## config.mk

```make
export PLATFORM = sky130hd
export DESIGN_NAME = sprite_image_writer
export DESIGN_NICKNAME = d
export VERILOG_FILES = /design/src/rtl/sprite_pkg.sv /design/src/rtl/raster_addr_counter.sv /design/src/rtl/sprite_image_writer.sv
export SDC_FILE = /design/constraint.sdc
export NUM_CORES = 1
export LEC_CHECK = 0
export CAP_MARGIN = 30
export CELL_PAD_IN_SITES_DETAIL_PLACEMENT = 2
export CELL_PAD_IN_SITES_GLOBAL_PLACEMENT = 2
export CORE_ASPECT_RATIO = 1.1
export CORE_MARGIN = 4
export CORE_UTILIZATION = 34
export CTS_BUF_LIST = sky130_fd_sc_hd__clkbuf_8 sky130_fd_sc_hd__clkbuf_16
export CTS_CLUSTER_DIAMETER = 60
export DETAILED_ROUTE_END_ITERATION = 10
export PLACE_DENSITY = 0.87
export SLEW_MARGIN = 20
export SYNTH_ARGS = -nofsm -noshare
export SYNTH_HDL_FRONTEND = slang
export SYNTH_SLANG_ARGS = --single-unit
```

## constraint.sdc

```tcl
create_clock -name pixel_clk_in -period 3.45 [get_ports pixel_clk_in]
set_input_delay 0.69 -clock pixel_clk_in [delete_from_list [all_inputs] [get_ports pixel_clk_in]]
set_output_delay 0.69 -clock pixel_clk_in [all_outputs]
set_load 0.01 [all_outputs]
```

## src/rtl/sprite_pkg.sv

```systemverilog
// sprite_pkg: geometry, pixel width and writer state encoding shared by the sprite image writer and renderer.
package sprite_pkg;
  localparam int IMG_WIDTH  = 256;
  localparam int IMG_HEIGHT = 256;
  localparam int PIX_W      = 8;
  typedef logic [1:0] state_t;
  localparam state_t IDLE     = 2'd0;
  localparam state_t WAIT_SOF = 2'd1;
  localparam state_t WRITE    = 2'd2;
  localparam state_t DONE     = 2'd3;
  function automatic int cnt_w(input int n);
    return (n > 1) ? $clog2(n) : 1;
  endfunction
endpackage

```

## src/rtl/raster_addr_counter.sv

```systemverilog
// raster_addr_counter: x/y/linear-address raster counter without a multiplier.
// clr and en together restart the raster and advance it past pixel 0 in the same cycle.
module raster_addr_counter
  import sprite_pkg::*;
#(
  parameter int WIDTH  = IMG_WIDTH,
  parameter int HEIGHT = IMG_HEIGHT,
  parameter int ADDR_W = $clog2(WIDTH*HEIGHT),
  parameter int XW     = cnt_w(WIDTH),
  parameter int YW     = cnt_w(HEIGHT)
) (
  input  logic              clk,
  input  logic              rst,
  input  logic              clr,
  input  logic              en,
  output logic [XW-1:0]     x_out,
  output logic [YW-1:0]     y_out,
  output logic [ADDR_W-1:0] addr_out,
  output logic              last_out
);
  localparam logic [XW-1:0] X_MAX = XW'(WIDTH-1);
  localparam logic [YW-1:0] Y_MAX = YW'(HEIGHT-1);
  logic [XW-1:0] x_q, x_d, x_base;
  logic [YW-1:0] y_q, y_d, y_base;
  logic [ADDR_W-1:0] addr_q, addr_d, addr_base;
  always_comb begin
    x_base    = clr ? '0 : x_q;
    y_base    = clr ? '0 : y_q;
    addr_base = clr ? '0 : addr_q;
    x_d       = !en ? x_base : (x_base == X_MAX) ? '0 : x_base + XW'(1);
    y_d       = (!en || x_base != X_MAX) ? y_base : (y_base == Y_MAX) ? '0 : y_base + YW'(1);
    addr_d    = !en ? addr_base : (x_base == X_MAX && y_base == Y_MAX) ? '0 : addr_base + ADDR_W'(1);
  end
  always_ff @(posedge clk or posedge rst) begin
    if (rst) begin
      x_q    <= '0;
      y_q    <= '0;
      addr_q <= '0;
    end else begin
      x_q    <= x_d;
      y_q    <= y_d;
      addr_q <= addr_d;
    end
  end
  assign x_out    = x_q;
  assign y_out    = y_q;
  assign addr_out = addr_q;
  assign last_out = x_q == X_MAX && y_q == Y_MAX;
endmodule

```

## src/rtl/sprite_image_writer.sv

```systemverilog
// sprite_image_writer: captures one raster frame of palette indices per start command
// into the image RAM write port, with one cycle of registered write latency.
module sprite_image_writer
  import sprite_pkg::*;
#(
  parameter int WIDTH  = IMG_WIDTH,
  parameter int HEIGHT = IMG_HEIGHT,
  parameter int ADDR_W = $clog2(WIDTH*HEIGHT)
) (
  input  logic              pixel_clk_in,
  input  logic              rst_in,
  input  logic              start_in,
  input  logic [PIX_W-1:0]  pixel_in,
  input  logic              sof_in,
  input  logic              valid_in,
  output logic              ready_out,
  output logic [ADDR_W-1:0] bram_addr_out,
  output logic [PIX_W-1:0]  bram_data_out,
  output logic              bram_we_out,
  output logic              busy_out,
  output logic              frame_done_out,
  output logic              sync_err_out
);
  localparam int XW = cnt_w(WIDTH);
  localparam int YW = cnt_w(HEIGHT);
  state_t state_q, state_d;
  logic [ADDR_W-1:0] waddr_q, waddr_d, addr;
  logic [PIX_W-1:0] data_q, data_d;
  logic we_q, we_d, done_q, done_d, err_q, err_d;
  logic accept, sof_beat, wr, last;
  logic [XW-1:0] x;
  logic [YW-1:0] y;
  raster_addr_counter #(.WIDTH(WIDTH), .HEIGHT(HEIGHT), .ADDR_W(ADDR_W), .XW(XW), .YW(YW)) u_cnt (
    .clk(pixel_clk_in),
    .rst(rst_in),
    .clr(sof_beat),
    .en(wr),
    .x_out(x),
    .y_out(y),
    .addr_out(addr),
    .last_out(last)
  );
  assign ready_out = state_q == WAIT_SOF || state_q == WRITE;
  assign busy_out  = state_q != IDLE;
  always_comb begin
    accept   = valid_in && ready_out;
    sof_beat = accept && sof_in;
    wr       = sof_beat || (accept && state_q == WRITE);
    state_d  = (state_q == IDLE)     ? (start_in ? WAIT_SOF : IDLE) :
               (state_q == WAIT_SOF) ? (sof_beat ? WRITE : WAIT_SOF) :
               (state_q == WRITE)    ? ((wr && !sof_in && last) ? DONE : WRITE) :
                                       IDLE;
    waddr_d  = !wr ? waddr_q : sof_in ? '0 : addr;
    data_d   = wr ? pixel_in : data_q;
    we_d     = wr;
    done_d   = state_q == WRITE && state_d == DONE;
    // a restart sof only counts as an error when the raster had already moved off the origin
    err_d    = sof_beat && state_q == WRITE && !(x == '0 && y == '0);
  end
  always_ff @(posedge pixel_clk_in or posedge rst_in) begin
    if (rst_in) begin
      state_q <= IDLE;
      waddr_q <= '0;
      data_q  <= '0;
      we_q    <= 1'b0;
      done_q  <= 1'b0;
      err_q   <= 1'b0;
    end else begin
      state_q <= state_d;
      waddr_q <= waddr_d;
      data_q  <= data_d;
      we_q    <= we_d;
      done_q  <= done_d;
      err_q   <= err_d;
    end
  end
  assign bram_addr_out  = waddr_q;
  assign bram_data_out  = data_q;
  assign bram_we_out    = we_q;
  assign frame_done_out = done_q;
  assign sync_err_out   = err_q;
endmodule

```

==> metrics.md <==
| Metric | Value |
|---|---|
| Run status | finished clean |
| Number of detailed-routing iterations run before antenna repair | 4 |
| Unrepaired setup endpoints after global routing | false |
| Max stage delay cell, worst path | sky130_fd_sc_hd__o31ai_1 |
| Power Internal | 1.482 mW |
| Sequential cell area fraction in the yosys report | 0.5252 |
| Total of max-cap violations | 0 |
| Post-Syn Nets | 320 |
| Final RePlAce weighted congestion | approximately 0.82 |
| Total leakage power | 1.663 nW |
| Count of buffer and inverter cells on the critical path | 3 |
| Pwr per Cell Area | 580.6 nW/um^2 |
| I/O pin cnt | 42 |
| Final hold viol count | 0 |
| Cell types with the largest area share after synthesis | sky130_fd_sc_hd__dfrtp_1 (53%), sky130_fd_sc_hd__nand2_1 (6.6%), sky130_fd_sc_hd__a22o_1 (4.8%) |
| Layout cell share with drive strength beyond 1 | 0.07649 |
| Post-synthesis cell type count | 37 |
| Clk_lat worst skew | 0.34 ns |
| Proportion of netlist area held by the largest area contributor | 0.5252 |
| Nature of the critical path startpoint | input pin |
| Type of element capturing the critical path | flop |
| Vert. Die Dim | 105.0 um |
| Seq cells post-synth | between 60 and 70 |
| Worst-case register-to-register setup slack | 0.29 ns |
| YS warnings | 0 |
| Hold-fix buffers at CTS | 0 |
| Source of the worst register-to-register timing path | state_q[0] |
| Total placed instance area | between 3000 and 4000 um^2 |
| Area growth from synthesis to layout | 27.38% |
| Number of placement rows | 35 |
| # placed instances | approximately 450 |
| Die W | 96.16 um |
| Final worst slack | approximately 0.28 ns |
| Sum Neg Setup Slack | 0 ns |
| H-tree lvl count | 3 |
| P_sw | 667.5 uW |
| Critical path class | input pin to flop |
| Drt initial violations | 73 |
| Initial antenna violation count | 0 |
| Type of the worst min-delay path | flop to flop |
| Delay of the slowest critical-path stage | 0.64 ns |
| Tightest Pin Transition | between 0.7 and 0.8 ns |
| Final instance area | 3702 um^2 |
| Final period util | 0.9197 |
| Overall routed net length | roughly 9300 um |
| Placeable core area | roughly 8400 um^2 |
| Final Power | 2.150 mW |
| Clock root buffer | sky130_fd_sc_hd__clkbuf_8 |
| Number of cells traversed by the worst register-to-register path | 10 |
| Resize count post-CTS | 0 |
| Clock Skew | between 0.01 and 0.015 ns |
| Hold wc startpoint | bram_data_out[0] |
| Clock Sinks | 61 |
| Normalized max-slew margin | 0.5271 |
| Vias in the first global route | approximately 2800 |
| Antenna violation net count after detailed routing | 0 |
| Detailed placement HPWL | 6300 um |
| Worst path required time | 3.69 ns |
| Hold Crit Depth | 2 |
| Critical register-to-register path endpoint | u_cnt.addr_out[8] |
| Sequence of cells on the critical path | clkdlybuf4s50_1 > nand3_1 > buf_4 > and2_1 > ha_1 > nand3_1 > o31ai_1 > buf_4 > nor2_1 |
| Mapped Area | 2907 um^2 |
| Pins Over Slew Limit | 0 |
| Flop pwr share | 0.420 |
| Overall overflow remaining after global route | 0 |
| Worst-case setup slack after placement | 0.05116 ns |
| Total GRT Usage | 0.1959 |
| Pin count of the biggest net entering global routing | 33 |
| Maximum frequency from static timing analysis | about 320 MHz |
| Routed wire per std cell | ~20 um |
| Utilization of the core after routing | 0.4426 |
| Clock slew seen by the registers of the worst setup and hold paths | roughly 0.07 ns |
| Tightest hold margin | 0.4801 ns |
| Post-layout instance count excluding filler cells | 464 |
| Number of diodes | 0 |
| Cells after synthesis | 301 |
| Port Buf Inserts | 41 |
| DR DRC count | 0 |
| Area of the die | 10090 um^2 |
| Global-route wire length before repair | 15120 um |
| Switching share of power | 0.3106 |
| Dominant cell type by area after synthesis | sky130_fd_sc_hd__dfrtp_1 |
| TritonCTS buffer count | 9 |
| Via-to-Cell Ratio | 5.461 |
| Min-Delay Endpoint | bram_data_out[0] |
| # Post-CTS Setup Buffers | 0 |
| Crit path DAT | 3.41 ns |
| Relative contribution of combinational cells to total power | 0.238 |
| Starting density of the core | 0.3475 |
| Clock tree from TritonCTS | built |
| Shortest period the worst path allows | 3.173 ns |
| Clk pwr share | 0.342 |
| Total via count after detailed routing | between 2000 and 3000 |
| Largest delay contributor family on the critical path | buffers and inverters |
| Maximum vdd ir drop | ~0.22 mV |
| Number of setup violations in the final report | 0 |
| Mean Syn Cell Area | 9.656 um^2 |
| Clock buffer depth | 2 |
| Number of nets in the finished design | 367 |
| Critical-path maximum fanout | 27 |
-- synthesized netlist by cell type --
cell / number
sky130_fd_sc_hd__a21boi_0: 1
sky130_fd_sc_hd__a21oi_1: 8
sky130_fd_sc_hd__a22o_1: 16
sky130_fd_sc_hd__a31o_1: 1
sky130_fd_sc_hd__a31oi_1: 1
sky130_fd_sc_hd__and2_1: 6
sky130_fd_sc_hd__and3_1: 6
sky130_fd_sc_hd__and4_1: 4
sky130_fd_sc_hd__and4b_1: 1
sky130_fd_sc_hd__buf_1: 2
sky130_fd_sc_hd__buf_2: 1
sky130_fd_sc_hd__buf_6: 1
sky130_fd_sc_hd__clkbuf_1: 10
sky130_fd_sc_hd__clkbuf_2: 1
sky130_fd_sc_hd__dfrtp_1: 61
sky130_fd_sc_hd__ha_1: 6
sky130_fd_sc_hd__inv_1: 9
sky130_fd_sc_hd__mux2i_1: 2
sky130_fd_sc_hd__nand2_1: 51
sky130_fd_sc_hd__nand2b_1: 2
sky130_fd_sc_hd__nand3_1: 16
sky130_fd_sc_hd__nand4_1: 12
sky130_fd_sc_hd__nor2_1: 24
sky130_fd_sc_hd__nor3_1: 4
sky130_fd_sc_hd__nor4_1: 12
sky130_fd_sc_hd__nor4b_2: 1
sky130_fd_sc_hd__o211ai_1: 1
sky130_fd_sc_hd__o21a_1: 1
sky130_fd_sc_hd__o21ai_0: 13
sky130_fd_sc_hd__o21bai_1: 1
sky130_fd_sc_hd__o311ai_0: 1
sky130_fd_sc_hd__o31ai_1: 3
sky130_fd_sc_hd__o41ai_1: 1
sky130_fd_sc_hd__or3_1: 3
sky130_fd_sc_hd__or4_1: 1
sky130_fd_sc_hd__xnor2_1: 5
sky130_fd_sc_hd__xor2_1: 12
-- flip-flops by register name (all words and copies together) (netlist names) --
signal and count:
bram_addr_out 16, u_cnt.addr_out 16, bram_data_out 8, u_cnt.x_out 8, u_cnt.y_out 8, state_q 2, bram_we_out 1, frame_done_out 1
sync_err_out 1
-- layout make-up --
type                       count  area (um^2)
inverter                       9        33.78
multi-input combinational    216         1280
tap                          111        138.9
sequential                    61         1526
fill                         869         4662
clock inverter                 5        73.82
clock buffer                  11        151.4
timing repair buffer          51        498.0
-- worst max path at each step --
stage                           from  slack (ns)  cells after the start                 to
final                       valid_in        0.28                      9  u_cnt.addr_out[8]
after floorplan           state_q[0]        0.28                     14  u_cnt.addr_out[2]
after CTS                 state_q[0]        0.35                     10  u_cnt.addr_out[8]
after detailed placement    valid_in        0.05                      9  u_cnt.addr_out[8]
after global placement      valid_in        0.15                      9  u_cnt.addr_out[7]
after global routing      state_q[0]        0.08                     10  u_cnt.addr_out[8]
-- worst reg2reg max path, cell delays in order, from the launching register on --
cell,delay (ns)
sky130_fd_sc_hd__dfrtp_1,0.35
sky130_fd_sc_hd__inv_1,0.07
sky130_fd_sc_hd__ha_1,0.39
sky130_fd_sc_hd__nand3_1,0.18
sky130_fd_sc_hd__buf_4,0.30
sky130_fd_sc_hd__and2_1,0.19
sky130_fd_sc_hd__ha_1,0.29
sky130_fd_sc_hd__nand3_1,0.35
sky130_fd_sc_hd__o31ai_1,0.64
sky130_fd_sc_hd__buf_4,0.24
sky130_fd_sc_hd__nor2_1,0.05
-- per-layer routing --
metal,global-route usage,routed length [um]
met1,0.2284,3823
met4,0.07317,215
met2,0.3463,4934
met3,0.03744,307
met5,0,0
-- kinds of logic (layout without fill, tap and decap cells) --
kind of cell / after synthesis / count (layout) / share of synthesized area
AND/OR/NAND/NOR: 143 / 143 / 0.2428
flip-flops: 61 / 61 / 0.5252
buffers and inverters: 24 / 76 / 0.03444
XOR/XNOR: 17 / 17 / 0.05123
AO/OA/AOI/OAI: 48 / 48 / 0.1137
multiplexers: 2 / 2 / 0.006888
adder cells (fa/ha/maj): 6 / 6 / 0.02583
-- cells in the final DEF (no fill, tap or decap), types with 2 or more instances in the layout --
cell type,instances
sky130_fd_sc_hd__nand3_1,16
sky130_fd_sc_hd__ha_1,6
sky130_fd_sc_hd__and4_1,4
sky130_fd_sc_hd__xor2_1,12
sky130_fd_sc_hd__and2_1,6
sky130_fd_sc_hd__o21ai_0,13
sky130_fd_sc_hd__or3_1,3
sky130_fd_sc_hd__dfrtp_1,61
sky130_fd_sc_hd__inv_1,9
sky130_fd_sc_hd__clkinv_2,2
sky130_fd_sc_hd__nand2_1,51
sky130_fd_sc_hd__buf_4,9
sky130_fd_sc_hd__nor2_1,24
sky130_fd_sc_hd__nand4_1,12
sky130_fd_sc_hd__o31ai_1,3
sky130_fd_sc_hd__mux2i_1,2
sky130_fd_sc_hd__bufinv_16,2
sky130_fd_sc_hd__a22o_1,16
sky130_fd_sc_hd__a21oi_1,8
sky130_fd_sc_hd__xnor2_1,5
sky130_fd_sc_hd__nand2b_1,2
sky130_fd_sc_hd__and3_1,6
sky130_fd_sc_hd__clkdlybuf4s50_1,41
sky130_fd_sc_hd__nor3_1,4
sky130_fd_sc_hd__nor4_1,12
sky130_fd_sc_hd__clkbuf_8,11
-- power groups by stage --
| stage | clock network (mW) | registers (mW) | logic, mW |
|---|---|---|---|
| 2_1_floorplan | 0 | 0.910 | 0.249 |
| 3_3_place_gp | 0 | 0.902 | 0.485 |
| 3_5_place_dp | 0 | 0.913 | 0.517 |
| 4_1_cts | 0.757 | 0.905 | 0.522 |
| 5_1_grt | 0.784 | 0.920 | 0.569 |
| 6_report | 0.735 | 0.903 | 0.511 |
(Power assumes the default switching activity.)
